File: src/rtl/pipe_hazard_ctrl_pkg.sv
// Shared types for the hazard / forwarding controller.
// Scoreboard entry layout and forwarding-select encodings.
package pipe_hazard_ctrl_pkg;

  localparam int NUM_STAGES_DEF = 3;
  localparam int REG_ADDR_W_DEF = 4;
  localparam int REG_ADDR_W_MAX = 8;

  typedef enum logic [1:0] {
    FWD_RF         = 2'd0,
    FWD_STAGE_BASE = 2'd1
  } fwd_sel_t;

  typedef struct packed {
    logic                      valid;
    logic [REG_ADDR_W_MAX-1:0] dest;
    logic                      is_load;
  } sb_entry_t;

endpackage

File: src/rtl/pipe_hazard_ctrl_scoreboard.sv
// In-flight destination shift register for the stages after ID.
// Holds while the pipe is stalled; reports per-operand matches.
module hazard_scoreboard
  import pipe_hazard_ctrl_pkg::*;
#(
  parameter int REG_ADDR_W = REG_ADDR_W_DEF,
  parameter int NUM_STAGES = NUM_STAGES_DEF
) (
  input  logic                  clk,
  input  logic                  rst,
  input  logic                  hold,
  input  logic                  issue_valid,
  input  logic [REG_ADDR_W-1:0] issue_dest,
  input  logic                  issue_load,
  input  logic [REG_ADDR_W-1:0] src1,
  input  logic [REG_ADDR_W-1:0] src2,
  input  logic                  two_src,
  output logic [NUM_STAGES-1:0] match_a,
  output logic [NUM_STAGES-1:0] match_b,
  output logic [NUM_STAGES-1:0] load_vec
);

  sb_entry_t [NUM_STAGES-1:0] sb_q;
  sb_entry_t                  head;

  logic [REG_ADDR_W_MAX-1:0] s1_ext;
  logic [REG_ADDR_W_MAX-1:0] s2_ext;

  assign s1_ext = REG_ADDR_W_MAX'(src1);
  assign s2_ext = REG_ADDR_W_MAX'(src2);

  always_comb begin
    head         = '0;
    head.valid   = issue_valid;
    head.dest    = REG_ADDR_W_MAX'(issue_dest);
    head.is_load = issue_load;
  end

  always_ff @(posedge clk) begin
    if (!rst) begin
      sb_q <= '0;
    end else if (!hold) begin
      sb_q[0] <= head;
      for (int i = 1; i < NUM_STAGES; i++)
        sb_q[i] <= sb_q[i-1];
    end
  end

  always_comb begin
    match_a  = '0;
    match_b  = '0;
    load_vec = '0;
    for (int e = 0; e < NUM_STAGES; e++) begin
      match_a[e]  = sb_q[e].valid
                  && (sb_q[e].dest == s1_ext);
      match_b[e]  = sb_q[e].valid && two_src
                  && (sb_q[e].dest == s2_ext);
      load_vec[e] = sb_q[e].is_load;
    end
  end

endmodule

File: src/rtl/pipe_hazard_ctrl.sv
// Hazard, forwarding and stall control beside the ID stage.
// Youngest-producer forwarding, load-use or full RAW stalls.
module pipe_hazard_ctrl
  import pipe_hazard_ctrl_pkg::*;
#(
  parameter int REG_ADDR_W = REG_ADDR_W_DEF,
  parameter int NUM_STAGES = NUM_STAGES_DEF,
  parameter int FWD_EN     = 1,
  parameter int SEL_W      = $clog2(NUM_STAGES+1)
) (
  input  logic                  clk,
  input  logic                  rst,
  input  logic                  id_valid,
  input  logic [REG_ADDR_W-1:0] id_src1,
  input  logic [REG_ADDR_W-1:0] id_src2,
  input  logic                  id_two_src,
  input  logic                  id_wb_en,
  input  logic [REG_ADDR_W-1:0] id_dest,
  input  logic                  id_mem_r,
  input  logic                  branch_taken,
  input  logic                  mem_req,
  input  logic                  mem_ready,
  output logic                  freeze,
  output logic                  flush,
  output logic                  bubble,
  output logic                  pipe_stall,
  output logic [SEL_W-1:0]      fwd_sel_a,
  output logic [SEL_W-1:0]      fwd_sel_b,
  output logic [31:0]           stall_count
);

  logic [NUM_STAGES-1:0] match_a;
  logic [NUM_STAGES-1:0] match_b;
  logic [NUM_STAGES-1:0] load_vec;
  logic                  raw_hit;
  logic                  hazard;
  logic [31:0]           stall_cnt_q;

  hazard_scoreboard #(
    .REG_ADDR_W (REG_ADDR_W),
    .NUM_STAGES (NUM_STAGES)
  ) u_sb (
    .clk         (clk),
    .rst         (rst),
    .hold        (pipe_stall),
    .issue_valid (id_valid & id_wb_en & ~bubble),
    .issue_dest  (id_dest),
    .issue_load  (id_mem_r),
    .src1        (id_src1),
    .src2        (id_src2),
    .two_src     (id_two_src),
    .match_a     (match_a),
    .match_b     (match_b),
    .load_vec    (load_vec)
  );

  assign pipe_stall = mem_req & ~mem_ready;
  assign flush      = branch_taken & ~pipe_stall;

  always_comb begin
    raw_hit = 1'b0;
    if (FWD_EN != 0)
      raw_hit = (match_a[0] | match_b[0]) & load_vec[0];
    else
      raw_hit = |(match_a | match_b);
  end

  assign hazard = id_valid & ~flush & ~pipe_stall & raw_hit;
  assign freeze = hazard;
  assign bubble = hazard;

  // Scan oldest to youngest so the youngest usable producer wins.
  always_comb begin
    fwd_sel_a = SEL_W'(FWD_RF);
    fwd_sel_b = SEL_W'(FWD_RF);
    if (FWD_EN != 0) begin
      for (int e = NUM_STAGES-1; e >= 0; e--) begin
        if (match_a[e] && !(e == 0 && load_vec[0]))
          fwd_sel_a = SEL_W'(e) + SEL_W'(FWD_STAGE_BASE);
        if (match_b[e] && !(e == 0 && load_vec[0]))
          fwd_sel_b = SEL_W'(e) + SEL_W'(FWD_STAGE_BASE);
      end
    end
  end

  always_ff @(posedge clk) begin
    if (!rst)
      stall_cnt_q <= '0;
    else if ((freeze | pipe_stall) && stall_cnt_q != '1)
      stall_cnt_q <= stall_cnt_q + 32'd1;
  end

  assign stall_count = stall_cnt_q;

endmodule

File: config.mk
export PLATFORM = sky130hd
export DESIGN_NAME = pipe_hazard_ctrl
export DESIGN_NICKNAME = d
export VERILOG_FILES = /design/src/rtl/pipe_hazard_ctrl_pkg.sv /design/src/rtl/pipe_hazard_ctrl_scoreboard.sv /design/src/rtl/pipe_hazard_ctrl.sv
export SDC_FILE = /design/constraint.sdc
export NUM_CORES = 1
export LEC_CHECK = 0
export CAP_MARGIN = 20
export CORE_MARGIN = 2
export CORE_UTILIZATION = 50
export DETAILED_ROUTE_END_ITERATION = 16
export GPL_TIMING_DRIVEN = 0
export PLACE_DENSITY_LB_ADDON = 0.08
export SYNTH_ARGS = -nofsm -noshare
export SYNTH_HDL_FRONTEND = slang
export SYNTH_SLANG_ARGS = --single-unit
File: constraint.sdc
create_clock -name clk -period 5.05 [get_ports clk]
set_input_delay 1.01 -clock clk [delete_from_list [all_inputs] [get_ports clk]]
set_output_delay 1.01 -clock clk [all_outputs]
set_load 0.05 [all_outputs]
==> out/qor.csv <==
metric,value,unit
status,"finished, final reports clean",
grtUsageTotal,24.0,%
placed_area,3330,sq um
overflow,0,
final_cell_area,3450,sq um
layout.cells.most_common,clkdlybuf4s50_1,
maxCapViolCount,0,
root_buffer,clkbuf_8,
final_nets,411,
hold_viol,0,
num_vias,2655,
drt_pre_antenna_iters,4,
power.total,0.762,mW
routed_wl,6.81,mm
core.rowCount,26,
synthFlopType,dfxtp_1,
top_layer,met4,
area_growth,30.2,%
post_cts_hold_buffer_count,0,
drtIter0Drc,188,
wl_met3,275,um
pre_cts_ws,0.663,ns
clk_latency,0.30,ns
syn_avg_cell_area,8.22,sq um
irDropWorstVdd,176,uV
holdWs,0.501,ns
via_per_inst,5.77,
cellLeakagePower,1.12,nW
portBuffers,60,
cp_num_buf_inv,3,
grt_pass1_vias,2527,
clock_sinks,48,
cts_tree,done,
die_w,76.8,um
finalMaxSlewViolations,0,
cts.repair.resized,0,
route.detailed.drc,0,
fin_cells,460,
diodes,0,
met1_length,3.28,mm
slew_headroom,42.2,%
htreeDepth,2,
grt_max_degree,16,
final_util,67.5,%
synthArstFlopShare,0,%
ios,61,
finalSetupTns,0,ns
coreArea,5110,sq um
ys_ff_latch,48,
tightest_slew,0.860,ns
grt_pass1_wl,11.7,mm
wl_met2,3.15,mm
drtAntennaViolNets,0,
synth_cell_type_count,47,
slowest_delay,0.78,ns
yosysSeqAreaShare,36.3,%
finClkSkew,0.00800,ns
clk_pin_slew_worst_paths,0.09,ns
die_area,5890,sq um
dp_cells,452,
setup_violations,0,
critPathLaunchType,input port,
criticalPathCategory,input port to output pin,
fin_crit,4.38,ns
syn-num-nets,344,
timing.fmax,228,MHz
cp_slowest_cell,clkdlybuf4s50_1,
syn_area,2650,sq um
end_kind,output pin,
synth_enable_flop_cells,0,
crit_fanout,4,
path_cells,clkdlybuf4s50_1 > nor2b_1 > a2111oi_4 > nand2_1 > a21boi_0 > buf_4 > clkdlybuf4s50_1,
layout_common_cells,"clkdlybuf4s50_1, nand2_1, dfxtp_1, a21oi_1, xor2_1",
hold_class,flop to flop,
yosys_warnings,0,
initial_core_util,51.8,%
globalplace.congestion,0.887,
clockBufferDepth,2,
rsz0062_at_grt,false,
fin_ws,0.665,ns
wl_per_cell,14.8,um
die_h,76.8,um
cp.required,4.04,ns
path_delay_family,buffers and inverters,
dp_hpwl,5.05,mm
finalCritPeriodShare,86.8,%
crit_top_cell,clkdlybuf4s50_1,
cts_setup_buffers,0,
drive_gt1_share,7.18,%
power_density,221,nW/um^2
arrival,3.37,ns
cts_buffers,5,
synth_cells,322,
antenna_found_initial,0,
-- sequential cells by signal, indices dropped and copies added (netlist names) --
name and flops:
stall_count 32, u_sb.load_vec 1, u_sb.sb_q 15
-- cell type report --
cell class,count,area (sq um)
buffer,18,125
clock buffer,5,68.8
clock inverter,3,42.5
fill,454,1660
inverter,6,25.0
multi-input combinational,250,1540
sequential,48,961
tap,70,87.6
timing repair buffer,60,601
-- routing by layer --
layer  global-route usage (%)  vias to the layer above
met5                        0                        -
met4                     9.09                        0
met3                     4.71                       10
met2                     39.1                       63
met1                     31.3                     1264
li1                         -                     1318
-- worst min-delay path: stages (launching register included) --
cell and delay, ns:
dfxtp_1 0.35, nand2_1 0.06, a21oi_1 0.05
-- worst paths after layout --
kind                          from               end  slack, ns  cells past startpoint
setup / recovery        id_src2[2]            freeze       0.67                      7
hold / removal    u_sb.load_vec[0]  u_sb.load_vec[0]       0.50                      2
setup reg to reg    stall_count[0]   stall_count[29]       2.55                      9
hold reg to reg   u_sb.load_vec[0]  u_sb.load_vec[0]       0.50                      2
-- synth_stat cells (6+ instances only) --
| cell | instances | area, sq um |
|---|---|---|
| nand2_1 | 51 | 191 |
| dfxtp_1 | 48 | 961 |
| nand3_1 | 13 | 65.1 |
| o21ai_0 | 12 | 60.1 |
| buf_6 | 6 | 67.6 |
| xnor2_1 | 7 | 61.3 |
| or3_1 | 10 | 62.6 |
| o31ai_1 | 10 | 75.1 |
| nand4_1 | 14 | 87.6 |
| xor2_1 | 16 | 140 |
| a21oi_1 | 38 | 190 |
| or4_1 | 12 | 90.1 |
| nand2b_1 | 10 | 62.6 |
| clkbuf_1 | 7 | 26.3 |
| nor2_1 | 10 | 37.5 |
-- power by group --
part           switching, mW  internal (mW)  leakage, nW
Clock                  0.134          0.147       0.0541
Sequential           0.00909          0.385        0.389
Combinational         0.0492         0.0388        0.682
-- kinds of logic after synthesis --
logic type / after synthesis / synth area share, %
and+or+nand+nor: 146 / 30.1
muxes: 4 / 1.51
xor gates and xnor gates: 23 / 7.61
buffers and inverters: 24 / 5.67
DFF: 48 / 36.3
AOI/OAI and AO/OA: 76 / 18.3
adders and majority gates: 1 / 0.473
Note: power is estimated with default switching activity, not from simulation.
